<file path="src/rtl/csa_block_accum_if.sv">
// csa_block_accum_if: operand-in / block-sum-out handshake bundle.
// Ports: in_valid/in_ready/in_a/in_b/in_c, out_valid/out_ready/out_sum/out_overflow.
interface csa_block_accum_if #(
  parameter int WIDTH = 8,
  parameter int ACC_W = 16
);
  logic             in_valid;
  logic             in_ready;
  logic [WIDTH-1:0] in_a;
  logic [WIDTH-1:0] in_b;
  logic [WIDTH-1:0] in_c;
  logic             out_valid;
  logic             out_ready;
  logic [ACC_W-1:0] out_sum;
  logic             out_overflow;

  modport master (
    output in_valid, in_a, in_b, in_c, out_ready,
    input  in_ready, out_valid, out_sum, out_overflow
  );

  modport slave (
    input  in_valid, in_a, in_b, in_c, out_ready,
    output in_ready, out_valid, out_sum, out_overflow
  );
endinterface

</file>
<file path="src/rtl/csa_block_accum.sv">
// csa_block_accum: carry-save block accumulator, 3 operands/beat, BLOCK_LEN beats/block.
// Ports: clk, rst_n (async low), bus (slave handshake), busy. Option: CSA_BLOCK_ACCUM_SAT_EN.
module csa_block_accum #(
  parameter int WIDTH     = 8,
  parameter int ACC_W     = 16,
  parameter int BLOCK_LEN = 64
) (
  input  logic                 clk,
  input  logic                 rst_n,
  csa_block_accum_if.slave     bus,
  output logic                 busy
);
  localparam int IW = WIDTH + $clog2(3*BLOCK_LEN) + 1;
  localparam int CW = $clog2(BLOCK_LEN);

  typedef enum logic [1:0] {
    ACCUM,
    FLUSH,
    RESOLVE
  } state_e;

  state_e          state_q;
  logic [CW-1:0]   cnt_q;
  logic            p1v_q;
  logic [IW-1:0]   ps_q, pc_q;
  logic [IW-1:0]   s_q, c_q;
  logic            out_valid_q;
  logic            out_ov_q;
  logic [ACC_W-1:0] out_sum_q;

  logic [IW-1:0]   ax, bx, cx;
  logic [IW-1:0]   ps_d, pc_d;
  logic [IW-1:0]   s_d, c_d;
  logic [IW-1:0]   t_s, t_c;
  logic [IW-1:0]   r;
  logic            res_ov;
  logic [ACC_W-1:0] res_sum;
  logic            accept;
  logic            last;
  logic            load;

  assign ax = IW'($signed(bus.in_a));
  assign bx = IW'($signed(bus.in_b));
  assign cx = IW'($signed(bus.in_c));

  assign bus.in_ready     = (state_q == ACCUM);
  assign bus.out_valid    = out_valid_q;
  assign bus.out_sum      = out_sum_q;
  assign bus.out_overflow = out_ov_q;
  assign busy = (state_q != ACCUM) || (cnt_q != '0);

  assign accept = bus.in_valid && (state_q == ACCUM);
  assign last   = (cnt_q == CW'(BLOCK_LEN-1));
  // Output register busy with unaccepted data holds RESOLVE.
  assign load   = (state_q == RESOLVE) &&
                  !(out_valid_q && !bus.out_ready);
  assign r      = s_q + c_q;

  always_comb begin
    ps_d = ax ^ bx ^ cx;
    pc_d = ((ax & bx) | (ax & cx) | (bx & cx)) << 1;
    // 4:2 compressor as two chained full-adder rows.
    t_s  = s_q ^ c_q ^ ps_q;
    t_c  = ((s_q & c_q) | (s_q & ps_q) | (c_q & ps_q)) << 1;
    s_d  = t_s ^ t_c ^ pc_q;
    c_d  = ((t_s & t_c) | (t_s & pc_q) | (t_c & pc_q)) << 1;
  end

  generate
    if (ACC_W >= IW) begin : g_wide
      logic signed [IW-1:0] r_s;
      assign r_s     = r;
      assign res_ov  = 1'b0;
      assign res_sum = ACC_W'(r_s);
    end else begin : g_narrow
      logic [IW-ACC_W:0] hi;
      logic [ACC_W-1:0]  wrap;
      assign hi     = r[IW-1:ACC_W-1];
      assign wrap   = r[ACC_W-1:0];
      // Representable iff all dropped bits equal the new sign bit.
      assign res_ov = !((&hi) || !(|hi));
`ifdef CSA_BLOCK_ACCUM_SAT_EN
      localparam logic [ACC_W-1:0] SMAX = {1'b0, {(ACC_W-1){1'b1}}};
      localparam logic [ACC_W-1:0] SMIN = {1'b1, {(ACC_W-1){1'b0}}};
      assign res_sum = !res_ov ? wrap :
                       (r[IW-1] ? SMIN : SMAX);
`else
      assign res_sum = wrap;
`endif
    end
  endgenerate

  always_ff @(posedge clk or negedge rst_n) begin
    if (!rst_n) begin
      state_q     <= ACCUM;
      cnt_q       <= '0;
      p1v_q       <= 1'b0;
      ps_q        <= '0;
      pc_q        <= '0;
      s_q         <= '0;
      c_q         <= '0;
      out_valid_q <= 1'b0;
      out_ov_q    <= 1'b0;
      out_sum_q   <= '0;
    end else begin
      p1v_q <= accept;
      if (accept) begin
        ps_q <= ps_d;
        pc_q <= pc_d;
      end
      if (p1v_q) begin
        s_q <= s_d;
        c_q <= c_d;
      end
      if (out_valid_q && bus.out_ready) begin
        out_valid_q <= 1'b0;
      end
      unique case (1'b1)
        (state_q == ACCUM): begin
          if (accept) begin
            if (last) begin
              cnt_q   <= '0;
              state_q <= FLUSH;
            end else begin
              cnt_q <= cnt_q + 1'b1;
            end
          end
        end
        (state_q == FLUSH): begin
          state_q <= RESOLVE;
        end
        (state_q == RESOLVE): begin
          if (load) begin
            out_sum_q   <= res_sum;
            out_ov_q    <= res_ov;
            out_valid_q <= 1'b1;
            s_q         <= '0;
            c_q         <= '0;
            state_q     <= ACCUM;
          end
        end
        default: begin
          state_q <= ACCUM;
        end
      endcase
    end
  end
endmodule
</file>
<file path="src/flat_wrapper.sv">
// flat-port wrapper written by rule: the top's interface ports become plain ports
module csa_block_accum_flat 
#(
  parameter int WIDTH     = 8,
  parameter int ACC_W     = 16,
  parameter int BLOCK_LEN = 64
)
  (clk, rst_n, busy, bus_in_valid, bus_in_a, bus_in_b, bus_in_c, bus_out_ready, bus_in_ready, bus_out_valid, bus_out_sum, bus_out_overflow);
  csa_block_accum_if #(.WIDTH(WIDTH), .ACC_W(ACC_W)) bus_i ();
  input  logic clk;
  input  logic rst_n;
  output logic busy;
  input wire logic [$bits(bus_i.in_valid)-1:0] bus_in_valid;
  input wire logic [$bits(bus_i.in_a)-1:0] bus_in_a;
  input wire logic [$bits(bus_i.in_b)-1:0] bus_in_b;
  input wire logic [$bits(bus_i.in_c)-1:0] bus_in_c;
  input wire logic [$bits(bus_i.out_ready)-1:0] bus_out_ready;
  output wire logic [$bits(bus_i.in_ready)-1:0] bus_in_ready;
  output wire logic [$bits(bus_i.out_valid)-1:0] bus_out_valid;
  output wire logic [$bits(bus_i.out_sum)-1:0] bus_out_sum;
  output wire logic [$bits(bus_i.out_overflow)-1:0] bus_out_overflow;
  assign bus_i.in_valid = bus_in_valid;
  assign bus_i.in_a = bus_in_a;
  assign bus_i.in_b = bus_in_b;
  assign bus_i.in_c = bus_in_c;
  assign bus_i.out_ready = bus_out_ready;
  assign bus_in_ready = bus_i.in_ready;
  assign bus_out_valid = bus_i.out_valid;
  assign bus_out_sum = bus_i.out_sum;
  assign bus_out_overflow = bus_i.out_overflow;
  csa_block_accum #(.WIDTH(WIDTH), .ACC_W(ACC_W), .BLOCK_LEN(BLOCK_LEN)) u_core (.clk(clk), .rst_n(rst_n), .bus(bus_i), .busy(busy));
endmodule
</file>
<file path="config.mk">
export PLATFORM = sky130hd
export DESIGN_NAME = csa_block_accum_flat
export DESIGN_NICKNAME = d
export VERILOG_FILES = /design/src/rtl/csa_block_accum_if.sv /design/src/rtl/csa_block_accum.sv /design/src/flat_wrapper.sv
export SDC_FILE = /design/constraint.sdc
export NUM_CORES = 1
export LEC_CHECK = 0
export BUFFER_PORTS_ARGS = -buffer_cell sky130_fd_sc_hd__buf_2
export CAP_MARGIN = 20
export CORE_AREA = 2 2 94 119
export DETAILED_ROUTE_END_ITERATION = 16
export DIE_AREA = 0 0 96 121
export GPL_ROUTABILITY_DRIVEN = 0
export GPL_TIMING_DRIVEN = 0
export REMOVE_ABC_BUFFERS = 1
export SLEW_MARGIN = 20
export SYNTH_ARGS = -nofsm -noshare
export SYNTH_HDL_FRONTEND = slang
export SYNTH_SLANG_ARGS = --single-unit
</file>
<file path="constraint.sdc">
create_clock -name clk -period 2.3 [get_ports clk]
set_clock_uncertainty 0.1 [all_clocks]
set_input_delay 0.46 -clock clk [delete_from_list [all_inputs] [get_ports clk]]
set_output_delay 0.46 -clock clk [all_outputs]
set_load 0.05 [all_outputs]
</file>
==> summary.md <==
| Metric | Value |
|---|---|
| Slew Limit Headroom | `0.6050` |
| Via count | `3129` |
| Seq/Total Area, Yosys | `0.4242` |
| Post-synthesis cell count | `383` |
| Global-route usage over all layers | `0.1776` |
| Final hold vios | `0` |
| Num rows | `42` |
| Max Cap Viol | `0` |
| Die Area | `11620 sq um` |
| Vias per cell | `5.215` |
| Initial antenna violation count | `0` |
| Final max-slew violation count | `0` |
| Switching Fraction | `0.4016` |
| CP startpoint | `u_core.s_q[3]` |
| Min Tclk post-route | `around 2.5 ns` |
| CP Launch Type | `register` |
| Worst-Margin Slew | `just under 0.6 ns` |
| Fin crit share | `1.101` |
| Initial Util | `0.4343` |
| Routed WL | `9229 um` |
| Netlist Area Pre-Place | `roughly 4500 sq um` |
| NumNets Final | `550` |
| Largest net degree at the start of global routing | `44` |
| H-tree levels | `3` |
| Placed cell count | `550` |
| Share of cells above drive strength 1 | `0.3376` |
| Diodes inserted | `0` |
| Failing checks | `setup timing` |
| F_max | `0.3948 GHz` |
| Hold buffers post-CTS | `0` |
| CP Data Required Time | `between 2 and 2.5 ns` |
| WL/cell | `15.38 um` |
| CP Class | `reg -> reg` |
| Die height | `121 um` |
| Flops & latches, synth | `between 70 and 80` |
| Layout Utilization | `0.5536` |
| Post-route insts no fill | `600` |
| Crit path buf inv count | `0` |
| CP Depth | `8` |
| Hold Crit Class | `in -> async` |
| Final setup vio count | `4` |
| Post-route DRC violation count | `0` |
| Slowest cell on the critical path | `dfrtp_2` |
| Clock buffer depth | `2` |
| Crit path max fanout | `4` |
| Die span in x | `roughly 96 um` |
| CTS root buffer | `clkbuf_16` |
| Pwr dens | `~1600 nW/um^2` |
| Status | `complete, but fails checks` |
| Critical path's top delay family | `simple AND/OR/NAND/NOR gates` |
| Worst setup EP type | `register` |
| I/O pin count | `48` |
| RSZ-0062 raised after global routing | `yes` |
| Post-route setup slack | `-0.2329 ns` |
| Int Pwr | `5.487 mW` |
| Final Power | `9.170 mW` |
| Core Footprint | `10460 sq um` |
| Crit path cell chain | `ha_4 -> o211ai_4 -> o211ai_2 -> a311oi_4 -> or3_4 -> and3_4 -> or3_1 -> a31oi_1` |
| Setup WS pre-CTS | `-0.5951 ns` |
| Synth-to-Final Area Change | `27.47%` |
| Initial DRC count | `roughly 150` |
| R2R cell count | `8` |
| Clock Latency Late Sink | `roughly 0.33 ns` |
| CTS sink count | `77` |
| Final setup TNS | `-0.4609 ns` |
| Vias in the first global route | `3403` |
| Power share of the clock group | `0.164` |
| CP max stage delay | `0.43 ns` |
| Detailed Place HPWL | `6289 um` |
| CTS tree | `done` |
| Global-route wire length before repair | `16020 um` |
| PortBufs | `47` |
| Worst EP arrival | `2.68 ns` |
| Count of different cell masters after synthesis | `38` |
| Yosys warns | `0` |
| Syn Area/Cell | `about 12 sq um` |
| Share of power burned in registers | `0.252` |
| CTS Buf Count | `9` |
| Sw power | `3.682 mW` |
| Worst r2r dst | `u_core.bus.out_overflow` |
| VDD IR max | `0.7460 mV` |
| R2R Path Start | `u_core.s_q[3]` |
| GRT overflow | `0` |
| Crit path capture | `u_core.bus.out_overflow` |
| Comb power frac | `0.584` |
| Clock Pin Slew Worst Setup and Hold Paths | `0.06 ns` |
| DRT Pass-1 Iters | `5` |
| Setup slack, reg-to-reg | `-0.23 ns` |
| Pleak | `between 2 and 3 nW` |
| DRT antenna net count | `0` |
[placed cells by master (no fill, tap or decap), types with 7 or more instances in the layout]
master     count
a21oi_1       14
buf_2         46
buf_4         35
clkbuf_16      9
dfrtp_1       65
dfrtp_2       12
fa_1          39
ha_1           7
ha_4          11
mux2_2        16
mux2i_1       31
nand2_1       28
nor2_1        39
o21ai_0       19
xnor2_1        9
xor2_1        12
[how the worst min path moves through the flow]
stage | to | slack [ns] | start | cells past startpoint
after floorplan | u_core.bus.out_overflow | 0.06 | rst_n | 0
after global placement | u_core.bus.out_sum[1] | 0.36 | u_core.bus.out_sum[1] | 2
after detailed placement | u_core.bus.out_sum[15] | 0.36 | u_core.bus.out_sum[15] | 2
after CTS | u_core.pc_q[7] | 0.04 | rst_n | 1
after global routing | u_core.pc_q[7] | 0.06 | rst_n | 1
final | u_core.pc_q[7] | 0.02 | rst_n | 1
[synth_stat cells]
library cell	number	area, sq um
a31oi_1	1	6.260
nand2_1	28	105.1
nand2b_1	5	31.28
mux2i_1	31	310.3
or3_4	1	11.26
a311oi_2	1	15.01
a21oi_1	17	85.08
o211ai_1	4	30.03
or3_1	1	6.260
inv_1	3	11.26
a211oi_1	4	30.03
ha_1	18	225.2
a21o_1	4	30.03
buf_1	3	11.26
clkbuf_1	12	45.04
nand3_1	3	15.01
xnor2_1	9	78.83
o21ai_0	27	135.1
a21o_2	1	8.760
fa_1	40	800.8
xor2_1	12	105.1
o2bb2ai_1	1	8.760
o41ai_1	1	8.760
a221oi_1	2	17.52
nor2_1	40	150.1
nor3b_1	2	15.01
o21a_1	1	7.510
o211a_1	1	10.01
and3_1	1	6.260
and2_1	3	18.77
nor2b_1	1	6.260
nand4_1	6	37.54
o211ai_2	2	25.02
o21bai_1	1	7.510
nand4b_1	1	8.760
dfrtp_1	77	1927
nor3_1	2	10.01
mux2_2	16	180.2
[sequential cells by signal, summed over array words and instances (netlist names)]
register                 flops
u_core.pc_q                  8
u_core.bus.out_sum          16
u_core.p1v_q                 1
u_core.bus.out_overflow      1
u_core.cnt_q                 6
u_core.ps_q                  8
u_core.s_q                  17
u_core.state_q               2
u_core.c_q                  17
u_core.bus.out_valid         1
[metal layers]
layer	routed length, um	GRT usage	up-vias
met2	4882	0.3060	55
met1	3846	0.2157	1572
met4	182	0.06161	0
li1	-	-	1485
met3	317	0.03975	17
met5	0	0	-
[worst reg2reg max path: cells and delay by family (launching register included)]
family	cells	cell delay, ns
flops	1	0.43
simple gates	3	0.99
compound gates	4	0.65
fa+ha+maj	1	0.29
[power groups by stage]
stage,logic [mW],registers (mW),clock network [mW]
floorplan,3.16,2.29,0
global placement,3.90,2.31,0
detailed placement,4.06,2.32,0
CTS,5.03,2.30,1.54
global route,6.07,2.38,1.60
finish,5.36,2.31,1.50
[area by class of cell]
cell class / count / area (sq um)
clock buffer: 11 / 242.7
clock inverter: 4 / 72.57
fill: 912 / 4668
inverter: 3 / 11.26
multi-input combinational: 288 / 2784
sequential: 77 / 1942
tap: 132 / 165.2
timing repair buffer: 85 / 571.8
[timing repair]
action,in CTS,in global routing
gates resized for setup,40,10
setup buffers,30,7
pin swaps,23,16
endpoints found under the setup margin,6,7
[kinds of logic after synthesis]
logic type	after synthesis	share of synthesized area
XOR/XNOR	21	0.04050
buffers and inverters	18	0.01487
flip-flops	77	0.4242
AO/OA/AOI/OAI	68	0.09367
adder cells (fa/ha/maj)	58	0.2259
multiplexers	47	0.1080
AND/OR/NAND/NOR	94	0.09284
[per-stage QoR]
step	hold WS [ns]	instance area (sq um)
finish	0.02356	5789
global route	0.05909	5789
CTS	0.04485	5677
detailed placement	0.3584	4965
global placement	0.3574	4886
floorplan	0.06441	4486
Power figures use the tool's default switching activity.
